File: src/rtl/rock_spawner_pkg.sv
// Shared game constants: screen bounds, heading encoding and the spawn-position helper.
// Pure declarations, no state.
package rock_spawner_pkg;

  localparam int         NUM_ROCKS_DEF = 8;
  localparam logic [9:0] SCREEN_W      = 10'd640;
  localparam logic [9:0] SCREEN_H      = 10'd480;
  localparam logic [9:0] X_MAX         = 10'd639;
  localparam logic [9:0] Y_MAX         = 10'd479;

  typedef struct packed {
    logic       neg;
    logic [1:0] mag;
  } dir_t;

  typedef struct packed {
    logic [9:0] x;
    logic [9:0] y;
    dir_t       dx;
    dir_t       dy;
  } spawn_t;

  typedef enum logic [2:0] {
    S_IDLE,
    S_WAIT,
    S_SELECT,
    S_LAUNCH,
    S_CONFIRM
  } state_e;

  function automatic logic [9:0] fold_x(input logic [9:0] r);
    return (r >= SCREEN_W) ? r - 10'd512 : r;
  endfunction

  // 480..511 cannot be folded down by 512 without going negative, so pin them to the bottom row
  function automatic logic [9:0] fold_y(input logic [9:0] r);
    if (r >= 10'd512) return r - 10'd512;
    if (r >= SCREEN_H) return Y_MAX;
    return r;
  endfunction

  function automatic spawn_t spawn_from_lfsr(input logic [15:0] l);
    spawn_t s;
    dir_t   in_d;
    dir_t   side_d;
    s          = '0;
    in_d.neg   = 1'b0;
    in_d.mag   = (l[13:12] == 2'd0) ? 2'd1 : l[13:12];
    side_d.neg = l[14];
    side_d.mag = l[15:14];
    case (l[1:0])
      2'd0: begin s.x = 10'd0; s.y = fold_y(l[11:2]); s.dx = in_d; s.dy = side_d; end
      2'd1: begin s.x = X_MAX; s.y = fold_y(l[11:2]); s.dx = in_d; s.dx.neg = 1'b1; s.dy = side_d; end
      2'd2: begin s.y = 10'd0; s.x = fold_x(l[11:2]); s.dy = in_d; s.dx = side_d; end
      default: begin s.y = Y_MAX; s.x = fold_x(l[11:2]); s.dy = in_d; s.dy.neg = 1'b1; s.dx = side_d; end
    endcase
    return s;
  endfunction

endpackage

File: src/rtl/lfsr16.sv
// Free-running 16-bit Fibonacci LFSR, taps 16/14/13/11; steps every frame.
// Output is the register itself; a non-zero seed keeps it off the all-zero lock-up state.
module lfsr16 #(
  parameter logic [15:0] SEED = 16'hACE1
) (
  input  logic        clk60hz,
  input  logic        reset,
  output logic [15:0] o_lfsr
);

  logic [15:0] r_lfsr;
  logic        w_fb;

  assign w_fb = r_lfsr[15] ^ r_lfsr[13] ^ r_lfsr[12] ^ r_lfsr[10];

  always_ff @(posedge clk60hz or posedge reset) begin
    if (reset) r_lfsr <= SEED;
    else       r_lfsr <= {r_lfsr[14:0], w_fb};
  end

  assign o_lfsr = r_lfsr;

endmodule

File: src/rtl/rock_spawner.sv
// Rock pool scheduler: paces spawns, picks the lowest free slot with a random edge entry, kills hit rocks.
// Start fires 2 frames after the timer expires; kills pulse 1 frame after a new hit on a live rock.
module rock_spawner
  import rock_spawner_pkg::*;
#(
  parameter int          NUM_ROCKS      = NUM_ROCKS_DEF,
  parameter int          SPAWN_PERIOD   = 90,
  parameter int          MIN_PERIOD     = 30,
  parameter int          PERIOD_STEP    = 8,
  parameter int          KILLS_PER_STEP = 8,
  parameter logic [15:0] LFSR_SEED      = 16'hACE1
) (
  input  logic                 clk60hz,
  input  logic                 reset,
  input  logic                 i_enable,
  input  logic [NUM_ROCKS-1:0] i_in_use,
  input  logic [NUM_ROCKS-1:0] i_hit,
  output logic [NUM_ROCKS-1:0] o_start,
  output logic [NUM_ROCKS-1:0] o_kill,
  output logic [9:0]           o_init_x,
  output logic [9:0]           o_init_y,
  output logic [2:0]           o_dir_x,
  output logic [2:0]           o_dir_y,
  output logic [15:0]          o_kill_count,
  output logic                 o_busy
);

  localparam logic [15:0] P_SPAWN = 16'(SPAWN_PERIOD);
  localparam logic [15:0] P_MIN   = 16'(MIN_PERIOD);
  localparam logic [15:0] P_STEP  = 16'(PERIOD_STEP);
  localparam logic [15:0] P_KPS   = 16'(KILLS_PER_STEP);

  state_e               r_state, w_next_state;
  logic [15:0]          r_timer, r_interval, r_step_cnt, r_kill_count;
  logic [NUM_ROCKS-1:0] r_start, r_kill, r_hit, r_slot_oh;
  logic [NUM_ROCKS-1:0] w_kill_set, w_free, w_sel_oh;
  logic                 w_found, r_wait, w_slot_killed, w_slot_up;
  logic [15:0]          w_lfsr;
  spawn_t               r_spawn;
  logic [4:0]           w_pop;
  logic [15:0]          w_total, w_steps, w_rem, w_dec, w_next_interval;
  logic [16:0]          w_cnt_sum;

  lfsr16 #(.SEED(LFSR_SEED)) u_lfsr (
    .clk60hz (clk60hz),
    .reset   (reset),
    .o_lfsr  (w_lfsr)
  );

  // A held hit only kills once: compare against last frame's hit
  assign w_kill_set    = i_hit & i_in_use & ~r_hit;
  assign w_free        = ~i_in_use & ~r_kill;
  assign w_slot_killed = |(w_kill_set & r_slot_oh);
  assign w_slot_up     = |(i_in_use & r_slot_oh);

  always_comb begin
    w_found  = 1'b0;
    w_sel_oh = '0;
    for (int i = NUM_ROCKS - 1; i >= 0; i--) begin
      if (w_free[i]) begin
        w_found     = 1'b1;
        w_sel_oh    = '0;
        w_sel_oh[i] = 1'b1;
      end
    end
  end

  always_comb begin
    w_pop = '0;
    for (int i = 0; i < NUM_ROCKS; i++) w_pop = w_pop + {4'd0, w_kill_set[i]};
  end

  // Several kills in one frame can cross a step boundary; carry the remainder forward
  assign w_total         = r_step_cnt + {11'd0, w_pop};
  assign w_steps         = w_total / P_KPS;
  assign w_rem           = w_total - w_steps * P_KPS;
  assign w_dec           = w_steps * P_STEP;
  assign w_next_interval = (r_interval < P_MIN + w_dec) ? P_MIN : r_interval - w_dec;
  assign w_cnt_sum       = {1'b0, r_kill_count} + {12'd0, w_pop};

  always_ff @(posedge clk60hz or posedge reset) begin
    if (reset) r_state <= S_IDLE;
    else       r_state <= w_next_state;
  end

  always_comb begin
    w_next_state = r_state;
    case (r_state)
      S_IDLE:    if (i_enable) w_next_state = S_WAIT;
      S_WAIT:    if (!i_enable) w_next_state = S_IDLE;
                 else if (r_timer == 16'd0) w_next_state = S_SELECT;
      S_SELECT:  if (!i_enable) w_next_state = S_IDLE;
                 else w_next_state = w_found ? S_LAUNCH : S_WAIT;
      S_LAUNCH:  if (!i_enable) w_next_state = S_IDLE;
                 else w_next_state = w_slot_killed ? S_WAIT : S_CONFIRM;
      S_CONFIRM: if (!i_enable) w_next_state = S_IDLE;
                 else if (w_slot_up || r_wait) w_next_state = S_WAIT;
      default:   w_next_state = S_IDLE;
    endcase
  end

  always_comb begin
    o_busy = (r_state != S_IDLE) && (r_state != S_WAIT);
  end

  always_ff @(posedge clk60hz or posedge reset) begin
    if (reset) begin
      r_timer    <= P_SPAWN;
      r_interval <= P_SPAWN;
      r_step_cnt <= '0;
      r_start    <= '0;
      r_slot_oh  <= '0;
      r_spawn    <= '0;
      r_wait     <= 1'b0;
    end else begin
      r_start <= '0;
      if (r_state == S_IDLE ||
          (w_next_state != r_state && (w_next_state == S_WAIT || w_next_state == S_IDLE)))
        r_timer <= r_interval;
      else if (r_state == S_WAIT && r_timer != 16'd0)
        r_timer <= r_timer - 16'd1;
      if (r_state == S_SELECT && w_next_state == S_LAUNCH) begin
        r_start   <= w_sel_oh;
        r_slot_oh <= w_sel_oh;
        r_spawn   <= spawn_from_lfsr(w_lfsr);
      end
      r_wait <= (r_state == S_CONFIRM);
      if (w_pop != 5'd0) begin
        r_interval <= w_next_interval;
        r_step_cnt <= w_rem;
      end
    end
  end

  always_ff @(posedge clk60hz or posedge reset) begin
    if (reset) begin
      r_hit        <= '0;
      r_kill       <= '0;
      r_kill_count <= '0;
    end else begin
      r_hit        <= i_hit;
      r_kill       <= w_kill_set;
      r_kill_count <= w_cnt_sum[16] ? 16'hFFFF : w_cnt_sum[15:0];
    end
  end

  assign o_start      = r_start;
  assign o_kill       = r_kill;
  assign o_init_x     = r_spawn.x;
  assign o_init_y     = r_spawn.y;
  assign o_dir_x      = r_spawn.dx;
  assign o_dir_y      = r_spawn.dy;
  assign o_kill_count = r_kill_count;

endmodule

File: config.mk
export PLATFORM = sky130hd
export DESIGN_NAME = rock_spawner
export DESIGN_NICKNAME = d
export VERILOG_FILES = /design/src/rtl/rock_spawner_pkg.sv /design/src/rtl/lfsr16.sv /design/src/rtl/rock_spawner.sv
export SDC_FILE = /design/constraint.sdc
export NUM_CORES = 1
export LEC_CHECK = 0
export BUFFER_PORTS_ARGS = -buffer_cell sky130_fd_sc_hd__buf_2
export CORE_MARGIN = 3
export CORE_UTILIZATION = 45
export CTS_CLUSTER_DIAMETER = 100
export DETAILED_ROUTE_END_ITERATION = 6
export RECOVER_POWER = 50
export SYNTH_ARGS = -nofsm -noshare
export SYNTH_HDL_FRONTEND = slang
export SYNTH_SLANG_ARGS = --single-unit
export TNS_END_PERCENT = 1
File: constraint.sdc
create_clock -name clk60hz -period 6.5 [get_ports clk60hz]
set_clock_uncertainty 0.05 [all_clocks]
set_input_delay 0.975 -clock clk60hz [delete_from_list [all_inputs] [get_ports clk60hz]]
set_output_delay 0.975 -clock clk60hz [all_outputs]
set_load 0.05 [all_outputs]
Word level (Yosys, flattened, before mapping)
Index checks and enable logic that the tools add are counted.
- bitwise gates (word level): 11
- multiplexer cells: 52
- $lt $le $gt $ge: 4
- reductions and logical operators: 18
- add/sub/neg operators: 14
- eq/ne operators: 10
- operators by type and width (kind ; count):
    26-bit one-hot mux with 3 select lines ; 1
    8-bit two-way mux ; 9
    10-bit two-way mux ; 7
    16-bit two-way mux ; 4
    8-bit bitwise AND ; 5
    16-bit subtractor ; 2
    8-bit NOT ; 3
    3-bit two-way mux ; 7
    10-bit greater-or-equal comparator (second input constant) ; 2
    1-bit two-way mux ; 20
    16-bit by 5-bit adder with 17-bit output ; 1
    16-bit by 5-bit adder with 16-bit output ; 1
    5-bit by 16-bit adder with 16-bit output (first input constant) ; 1
    16-bit zero test ; 1
    16-bit < comparator ; 1
    16-bit nonzero test ; 1
    8-bit OR reduction ; 2
    16-bit by 1-bit subtractor with 16-bit output (second input constant) ; 1
    5-bit by 1-bit adder with 5-bit output ; 3
    3-bit one-hot mux with 5 select lines ; 1
    10-bit by 9-bit greater-or-equal comparator with 1-bit output (second input constant) ; 1
    10-bit subtractor (second input constant) ; 1
    3-bit by 2-bit equality test with 1-bit output (second input constant) ; 3
    3-bit by 1-bit equality test with 1-bit output (second input constant) ; 2
    other kinds (18) ; 29
- register bits: 142
- output and inout port bits: 59
- logic and storage cells: 126
- input port bits: 19

Logic depth before layout (Yosys ltp)
Gate-level depths: netlist of the first run.
- depth after elaboration: 22
- depth in mapped cells: 25
- gate-level depth less buffers: 24

Cells and area by module
Synthesis of the first run repeated with hierarchy kept, for this count alone.
- cell total of the unflattened synthesis: 635
- area total of the unflattened synthesis: 6547.5 µm²
- by module, submodules not included (module ; cells an instance ; sequential area each (µm²) ; instances ; area each (µm²)):
    rock_spawner ; 615 ; 2812.7 ; 1 ; 6107.1
    lfsr16 ; 20 ; 410.4 ; 1 ; 440.4

Least setup slack after synthesis of the first run
OpenSTA, ideal clock, no wires.
- path kind: in2reg
- from: input port i_hit[3]
- to: register r_interval[15]
- required time: 6.329 ns
- slack: 0.133 ns
- library setup time: 0.121 ns
- cell stages on the path: 24
- path buffers: 0
- arrival time: 6.196 ns
- cells stage by stage: nand2_1 > nor2_1 > fa_1 > inv_1 > fa_1 > fa_1 > inv_1 > ha_1 > fa_1 > xor2_1 > ha_1 > a21oi_1 > nand2_1 > xor2_1 > ha_1 > inv_1 > fa_1 > a211o_1 > a2111oi_0 > o21ai_0 > a21o_1 > a21oi_1 > o21ai_0 > a22o_1
- word-level cells in the longest chain between the ends: 11
- elaborated cells between the ends (all ways): 13
- classes of those cells: add/sub (8); order compare (1); mux (1); bitwise (2); reduce/logical (1)
- ends and longest elaborated chain (item ; RTL line ; RTL):
    start: declaration ; rock_spawner.sv:17 ; input logic [NUM_ROCKS-1:0] i_hit,
    8-bit bitwise AND (*) (2 in series) ; rock_spawner.sv:51 ; assign w_kill_set = i_hit & i_in_use & ~r_hit;
    named net w_kill_set[3] ; rock_spawner.sv:36 ; logic [NUM_ROCKS-1:0] w_kill_set, w_free, w_sel_oh;
    3-bit by 1-bit adder with 4-bit output (*) ; rock_spawner.sv:70 ; for (int i = 0; i < NUM_ROCKS; i++) w_pop = w_pop + {4'd0, w_kill_set[i]};
    4-bit by 1-bit adder with 5-bit output (*) ; rock_spawner.sv:70 ;
    5-bit by 1-bit adder with 5-bit output (*) (3 in series) ; rock_spawner.sv:70 ;
    16-bit by 5-bit adder with 16-bit output ; rock_spawner.sv:74 ; assign w_total = r_step_cnt + {11'd0, w_pop};
    5-bit by 16-bit adder with 16-bit output ; rock_spawner.sv:78 ; assign w_next_interval = (r_interval < P_MIN + w_dec) ? P_MIN : r_interval - w_dec;
    16-bit < comparator ; rock_spawner.sv:78 ;
    16-bit two-way mux ; rock_spawner.sv:78 ;
    end signal: assignment ; rock_spawner.sv:129 ; r_interval <= w_next_interval;
    end: declaration ; rock_spawner.sv:34 ; logic [15:0] r_timer, r_interval, r_step_cnt, r_kill_count;
Mark *: on every way through the listed nets, which the timed path passes. The rest lies on a longest branch.
A chain may end at the register's enable or synchronous reset.

Worst setup path after layout of the first run
- from: input port i_hit[0]
- to: register r_interval[15]
- word-level cells in the longest chain between the ends: 13
- elaborated cells between the ends (all ways): 15
- classes of those cells: add/sub (10); order compare (1); mux (1); bitwise (2); reduce/logical (1)
- ends and longest elaborated chain (item ; RTL line):
    8-bit bitwise AND (*) (2 in series) ; rock_spawner.sv:51
    named net w_kill_set[0] ; rock_spawner.sv:36
    1-bit by 1-bit adder with 2-bit output (*) ; rock_spawner.sv:70
    2-bit by 1-bit adder with 3-bit output (*) ; rock_spawner.sv:70
    3-bit by 1-bit adder with 4-bit output (*) ; rock_spawner.sv:70
    4-bit by 1-bit adder with 5-bit output (*) ; rock_spawner.sv:70
    5-bit by 1-bit adder with 5-bit output (*) (3 in series) ; rock_spawner.sv:70
    16-bit by 5-bit adder with 16-bit output ; rock_spawner.sv:74
    5-bit by 16-bit adder with 16-bit output ; rock_spawner.sv:78
    16-bit < comparator ; rock_spawner.sv:78
    16-bit two-way mux ; rock_spawner.sv:78
Marks and branches as above.

==> results.md, run 1 <==
* # DRC at 0
* HPWL after DPL at about 10000 µm
* Starting density of the core at 0.4619
* Maximum vdd drop at ~170 µV
* Total grt overflow at 0
* Worst Path Arrival at 6430 ps
* Inserted Diodes at 0
* # rows at between 40 and 50
* Crit-path max cell delay at around 500 ps
* Vias in the first global route at slightly above 5000
* Max Freq at roughly 160 MHz
* Endpoints failing setup at 0
* I/O pins at 78
* Number of enable flip-flop cells after synthesis at 0
* Hold path depth at 0
* Worst path bufs/invs at 4
* GP Congestion at about 0.85
* Fill cell count at between 1000 and 1500
* Core Area at roughly 14000 µm²
* Seq/Total Area, Yosys at 0.4988
* Top-area cell type share of the netlist area at 0.4338
* P per Cell Area at around 300 nW/µm²
* Seq cells post-synth at ~130
* P_leak at between 0.003 and 0.004 µW
* Slew Viols, Final at around 130
* Relative slew slack at -0.7514
* YS warnings at 0
* Worst Hold Class: reg -> reg
* CP top delay family: adder cells
* Initial antenna violation count at 0
* Number of distinct library cells after synthesis at 62
* WP depth at 25
* Count leader, synth: dfrtp_1
* Synthesis-to-finish area growth at 18.71%
* Worst path required time at roughly 6800 ps
* Crit path capture type: flip-flop
* Post-synth top cells: 112 x dfrtp_1, 82 x nand2_1, 56 x o21ai_0
* Reg2Reg Depth at 23
* Failing checks: max-capacitance violations, max-slew violations
* Critical path class: in -> reg
* Largest net degree at the start of global routing at 70
* # Post-CTS Setup Buffers at 0
* Die H at between 100 and 150 µm
* CP max-delay cell: fa_1
* Htree depth at 4
* Outcome: complete, but fails checks
* Tot Pwr at roughly 2300 µW
* Layout cells sized above 1 at 0.1046
* Clock slew at reported path FFs at 50 ps
* CTS tree: done
* Vias at 5002
* Total Nets Final at about 810
* Most used DFF post-synth: dfrtp_1
* Critical Path Most Common Cell: fa_1
* Biggest area consumer among synthesized cells: dfrtp_1
* Avg Cell Area, Syn at ~10 µm²
* CP Max Fanout at 3
* CTS Buffer Depth at 2
* Synth area leaders: dfrtp_1 43%, ha_1 7.4%, dfstp_2 6.5%, nand2_1 4.8%, o21ai_0 4.3%
* FFs w/ async S/R, synth at 1.000
* Core Util, Final at 0.5483
* Clk sinks at 128
* Post-Synthesis Cell Area at approximately 6500 µm²
* Worst skew pair latency at between 400 and 500 ps
* Tmin final at between 6000 and 7000 ps
* TritonCTS Buffers at 17
* Cells after Synth at 630
* Worst setup SP type: input pin
* Root buf cell: clkbuf_16
* Post-DRT Antenna Nets at 0
* Hold Fails Final Rpt at 0
* Wire length of the first global-routing pass at 24630 µm
* Period utilization at 0.9502
* Final setup margin at roughly 320 ps
* Die Width at about 130 µm
* DR iter-0 viols at between 300 and 400
* Slew at the pin with the worst max-slew slack at approximately 2600 ps
* GRT Util Overall at 0.1900
* Drt first pass iters at 5
* DR WL/cell at about 15 µm
* Vias per cell at approximately 5.3
* Max Cap Viol at 2
* Final WL at ~14000 µm
* Die area at between 15000 and 20000 µm²
* Worst slack at placement at -224.6 ps
* Port bufs at 77
[timing repair]
item                                    CTS  global route
resized for setup                         0             4
hold buffers                              0             0
endpoints found under the setup margin    0             1
[cell type report]
class                   count  area, µm²  share of cell area
flip-flops and latches    128       3223              0.4202
multi-input cells         472       3128              0.4078
clock buffers              22      464.2             0.06052
repair buffers             95      435.4             0.05677
well taps                 180      225.2             0.02936
inverters                  28      106.4             0.01387
clock inverters            10      87.58             0.01142
[cells by family (layout without fill, tap and decap cells)]
family | after synthesis | count (layout) | synth area share
other | 1 | 20 | 0.0005804
adder cells (fa/ha/maj) | 45 | 45 | 0.09527
flip-flops | 128 | 128 | 0.4988
multiplexers | 6 | 6 | 0.009295
AND/OR/NAND/NOR | 206 | 206 | 0.1596
AO/OA/AOI/OAI | 160 | 160 | 0.1578
XOR/XNOR | 35 | 35 | 0.04744
buffers and inverters | 49 | 155 | 0.03118
[metrics by stage]
step / setup TNS (ps) / cell area (µm²) / hold slack, ps / std cells
after floorplan: 0 / 6533 / 309.0 / 649
after global routing: -13.87 / 7670 / 348.3 / 935
after detailed placement: -224.6 / 7191 / 318.7 / 903
final: 0 / 7670 / 345.0 / 935
after CTS: 0 / 7742 / 329.2 / 935
after global placement: -116.9 / 7191 / 314.7 / 903
[sequential cells by signal (all words and copies together), names as in the netlist]
signal and count:
o_kill_count 16, r_state 3, r_interval 15, r_step_cnt 3
u_lfsr.o_lfsr 16, o_init_y 10, o_init_x 10, o_kill 8
o_dir_x 3, o_start 8, r_wait 1, r_slot_oh 8
r_timer 16, o_dir_y 3, r_hit 8
[report_power, final]
part           switching, µW  internal [µW]  leakage (µW)
Sequential              56.1            859       0.00167
Combinational            308            163       0.00169
Clock                    340            543      0.000270
Total                    704           1560       0.00363
[worst paths after layout]
check	to	slack (ps)	from
max in group asynchronous	r_step_cnt[0]$_DFFE_PP0P_	2600	reset
setup reg to reg	r_interval[15]$_DFFE_PP0P_	620	r_hit[0]$_DFF_PP0_
hold / removal	u_lfsr.o_lfsr[6]$_DFF_PP1_	350	u_lfsr.o_lfsr[5]$_DFF_PP1_
setup / recovery	r_interval[15]$_DFFE_PP0P_	320	i_hit[0]
hold reg to reg	u_lfsr.o_lfsr[6]$_DFF_PP1_	350	u_lfsr.o_lfsr[5]$_DFF_PP1_
min in group asynchronous	o_kill[2]$_DFF_PP0_	1230	reset
[layout by cell type (no fill, tap or decap), types with 7 or more instances in the layout]
cell,Yosys,routed
a21o_1,18,18
a21oi_1,34,33
and3_1,8,8
buf_2,2,14
buf_4,0,14
clkbuf_1,16,66
clkbuf_16,0,17
conb_1,1,20
dfrtp_1,112,112
dfstp_1,0,7
dfstp_2,16,9
fa_1,7,7
ha_1,38,38
inv_1,28,27
nand2_1,82,82
nand2b_1,13,13
nand3_1,10,10
nor2_1,26,26
nor2b_1,9,9
nor3_1,15,15
nor4_1,11,10
o21ai_0,56,56
o31ai_1,10,10
xnor2_1,18,18
xor2_1,17,16
[routing by layer]
| layer | up-vias | routed length, µm | global-route usage |
|---|---|---|---|
| met5 | - | 0 | 0 |
| met4 | 0 | 241 | 0.06751 |
| met3 | 20 | 775 | 0.05386 |
| met2 | 128 | 6450 | 0.2933 |
| met1 | 2404 | 6802 | 0.2587 |
| li1 | 2450 | - | - |
Power figures use the tool's default switching activity.
==> run 2: changes to the inputs <==
- CORE_UTILIZATION: 45 -> 50
- MAX_ROUTING_LAYER: unset -> met4
- PLACE_DENSITY: unset -> 0.7
==> run 2 against run 1 <==
Against the previous run:
- the flow still finishes with violations (max-capacitance violations, max-slew violations)
- register-to-register slack better by 50 ps
- fmax grew 0.40%
- critical path depth down 1
- design area is 0.20% higher
- global-route usage increased by 2.8 points
- clock power grew 4.3%
- wire length is 0.43% higher
- via count grew 1.4%
- non-clock buffer count did not move
- worst hold slack is essentially flat
- die area is 9.5% lower
- combinational power about the same
- highest routed layer unchanged
==> results.md, run 2 (synthesized netlist as in run 1, its figures left out) <==
* Layout cells sized above 1 at 0.1073 (was 0.1046)
* Final setup margin at 348.3 ps (was 323.9 ps)
* Slew at the pin with the worst max-slew slack at 2682 ps (was 2613 ps)
* CP top delay family: adder cells (unchanged)
* Post-DRT Antenna Nets at 0 (unchanged)
* GRT Util Overall at 0.2184 (was 0.1900)
* Die H at 119.7 µm (was 125.8 µm)
* P_leak at 0.003629 µW (about the same)
* Worst path bufs/invs at 6 (was 4)
* CP max-delay cell: fa_1 (unchanged)
* Max Freq at 162.6 MHz (was 161.9 MHz)
* Post-route cell area at 7685 µm² (was 7670 µm²)
* Tmin final at 6152 ps (was 6176 ps)
* Clock power share at 0.399 (was 0.389)
* Final setup TNS at 0 ps (unchanged)
* Final WL at 14330 µm (was 14270 µm)
* Vias in the first global route at 5093 (was 5061)
* TritonCTS Buffers at 17 (unchanged)
* GP Congestion at 0.8974 (was 0.8500)
* Root buf cell: clkbuf_16 (unchanged)
* Logic pwr share at 0.204 (was 0.207)
* Post-Place Cell Area at 7176 µm² (was 7191 µm²)
* Drt first pass iters at 4 (was 5)
* Endpoints failing setup at 0 (unchanged)
* Worst slack at placement at -242.8 ps (was -224.6 ps)
* Worst skew pair latency at 420 ps (about the same)
* Die Width at 119.7 µm (was 125.8 µm)
* # rows at 40 (was 43)
* Sequential power share at 0.397 (was 0.403)
* Period utilization at 0.9464 (was 0.9502)
* WP depth at 24 (was 25)
* Crit-path max cell delay at 550 ps (was 500 ps)
* Wire length of the first global-routing pass at 24640 µm (was 24630 µm)
* CTS Buffer Depth at 2 (unchanged)
* I/O pins at 78 (unchanged)
* Worst path required time at 6760 ps (was 6750 ps)
* # Post-CTS Setup Buffers at 0 (unchanged)
* Total Nets Final at 806 (unchanged)
* Relative slew slack at -0.7981 (was -0.7514)
* CP Max Fanout at 10 (was 3)
* Critical path class: in -> reg (unchanged)
* Internal power at 1573 µW (was 1564 µW)
* Critical Path Most Common Cell: fa_1 (unchanged)
* Hold Slack at 345.0 ps (about the same)
* Htree depth at 4 (unchanged)
* Core Area at 12310 µm² (was 13990 µm²)
* Clock slew at reported path FFs at 60 ps (was 50 ps)
* Hold Fails Final Rpt at 0 (unchanged)
* Total grt overflow at 0 (unchanged)
* DR iter-0 viols at 340 (was 330)
* Crit path capture type: flip-flop (unchanged)
* Commonest cells after routing, fill and taps aside: 112 x dfrtp_1, 82 x nand2_1, 65 x clkbuf_1 (was 112 x dfrtp_1, 82 x nand2_1, 66 x clkbuf_1)
* HPWL after DPL at 10020 µm (was 10260 µm)
* Sw frac at 0.3182 (was 0.3103)
* Vias per cell at 5.497 (was 5.350)
* Dpl cells at 891 (was 903)
* P per Cell Area at 300.3 nW/µm² (was 295.7 nW/µm²)
* Hold path depth at 0 (unchanged)
* DR WL/cell at 15.53 µm (was 15.26 µm)
* Port bufs at 77 (unchanged)
* CTS tree: done (unchanged)
* Worst setup SP type: input pin (unchanged)
* Maximum vdd drop at 207.1 µV (was 174.4 µV)
* Outcome: complete, but fails checks (unchanged)
* Inserted Diodes at 0 (unchanged)
* Worst path cell trace: buf_2 -> nand2_1 -> nor2_1 -> fa_1 -> inv_1 -> fa_1 -> fa_1 -> inv_1 -> ha_1 -> fa_1 -> inv_1 -> fa_1 -> nor2b_1 -> o21ai_0 -> buf_4 -> ha_1 -> ha_1 -> nand4b_1 -> nand2_1 -> a21oi_1 -> o21ai_0 -> a41oi_1 -> buf_4 -> o41ai_1
* Slew Viols, Final at 131 (unchanged)
* Vias at 5074 (was 5002)
* Clk sinks at 128 (unchanged)
* Reg2Reg Depth at 22 (was 23)
* Starting density of the core at 0.5248 (was 0.4619)
* Initial antenna violation count at 0 (unchanged)
* # DRC at 0 (unchanged)
* Worst Hold Class: reg -> reg (unchanged)
* RSZ-0062 raised after global routing: no
* Die area at 14320 µm² (was 15830 µm²)
* Failing checks: max-capacitance violations, max-slew violations (unchanged)
* Largest net degree at the start of global routing at 70 (unchanged)
* Most common cell after layout, fill and taps aside: dfrtp_1 (unchanged)
* Net Switching at 734.4 µW (was 703.8 µW)
* Final non-filler cell total at 923 (was 935)
* Worst Path Arrival at 6410 ps (was 6430 ps)
* Synthesis-to-finish area growth at 18.94% (was 18.71%)
* Max Cap Viol at 2 (unchanged)
-- run 2: what timing repair did --
item | in CTS | in global routing
hold buffers | 0 | 0
endpoints found under the setup margin | 0 | 10
gates resized for setup | 0 | 5
-- run 2: final cells by class --
cell class / instances / area, µm²
timing repair buffer: 95 / 436.7
sequential: 128 / 3223
tap: 168 / 210.2
multi-input combinational: 472 / 3127
clock buffer: 19 / 452.9
inverter: 28 / 106.4
fill: 1049 / 4627
clock inverter: 13 / 128.9
-- run 2: worst register-to-register path, stage by stage, from the launching register on --
cell and delay (ps):
dfrtp_1 390, nor2_2 170, fa_1 450, inv_1 90
fa_1 430, fa_1 500, inv_1 40, ha_1 190
fa_1 550, inv_1 80, fa_1 430, nor2b_1 130
o21ai_0 150, buf_4 210, ha_1 300, ha_1 310
nand4b_1 100, nand2_1 70, a21oi_1 70, o21ai_0 210
a41oi_1 210, buf_4 230, o41ai_1 350
-- run 2: path summary, 6_finish.rpt --
kind,start,slack (ps),endpoint
max in group asynchronous,reset,2600,r_step_cnt[2]$_DFFE_PP0P_
min reg2reg,u_lfsr.o_lfsr[3]$_DFF_PP0_,350,u_lfsr.o_lfsr[4]$_DFF_PP0_
min,u_lfsr.o_lfsr[3]$_DFF_PP0_,350,u_lfsr.o_lfsr[4]$_DFF_PP0_
max,i_hit[3],350,r_interval[10]$_DFFE_PP0P_
max reg2reg,r_hit[0]$_DFF_PP0_,670,r_interval[10]$_DFFE_PP0P_
min in group asynchronous,reset,1260,o_init_x[8]$_DFFE_PP0P_
-- run 2: through the flow --
stage          total power [µW]  utilization
3_3_place_gp               1388       0.5828
5_1_grt                    2437       0.6242
3_5_place_dp               1410       0.5828
6_report                   2308       0.6242
2_1_floorplan              1278            -
4_1_cts                    2340       0.6301
-- run 2: layer usage --
metal | GRT usage | up-vias | routed length [µm]
met5 | - | - | 0
met4 | 0.06729 | 0 | 221
met3 | 0.05796 | 22 | 653
met2 | 0.3376 | 109 | 6694
met1 | 0.2847 | 2486 | 6762
li1 | - | 2457 | -
-- run 2: power groups by stage --
stage          registers, µW  logic, µW  clock network, µW
5_1_grt                  926        528                983
2_1_floorplan           1000        274                  0
4_1_cts                  914        486                939
3_5_place_dp             926        484                  0
6_report                 915        472                921
3_3_place_gp             924        463                  0
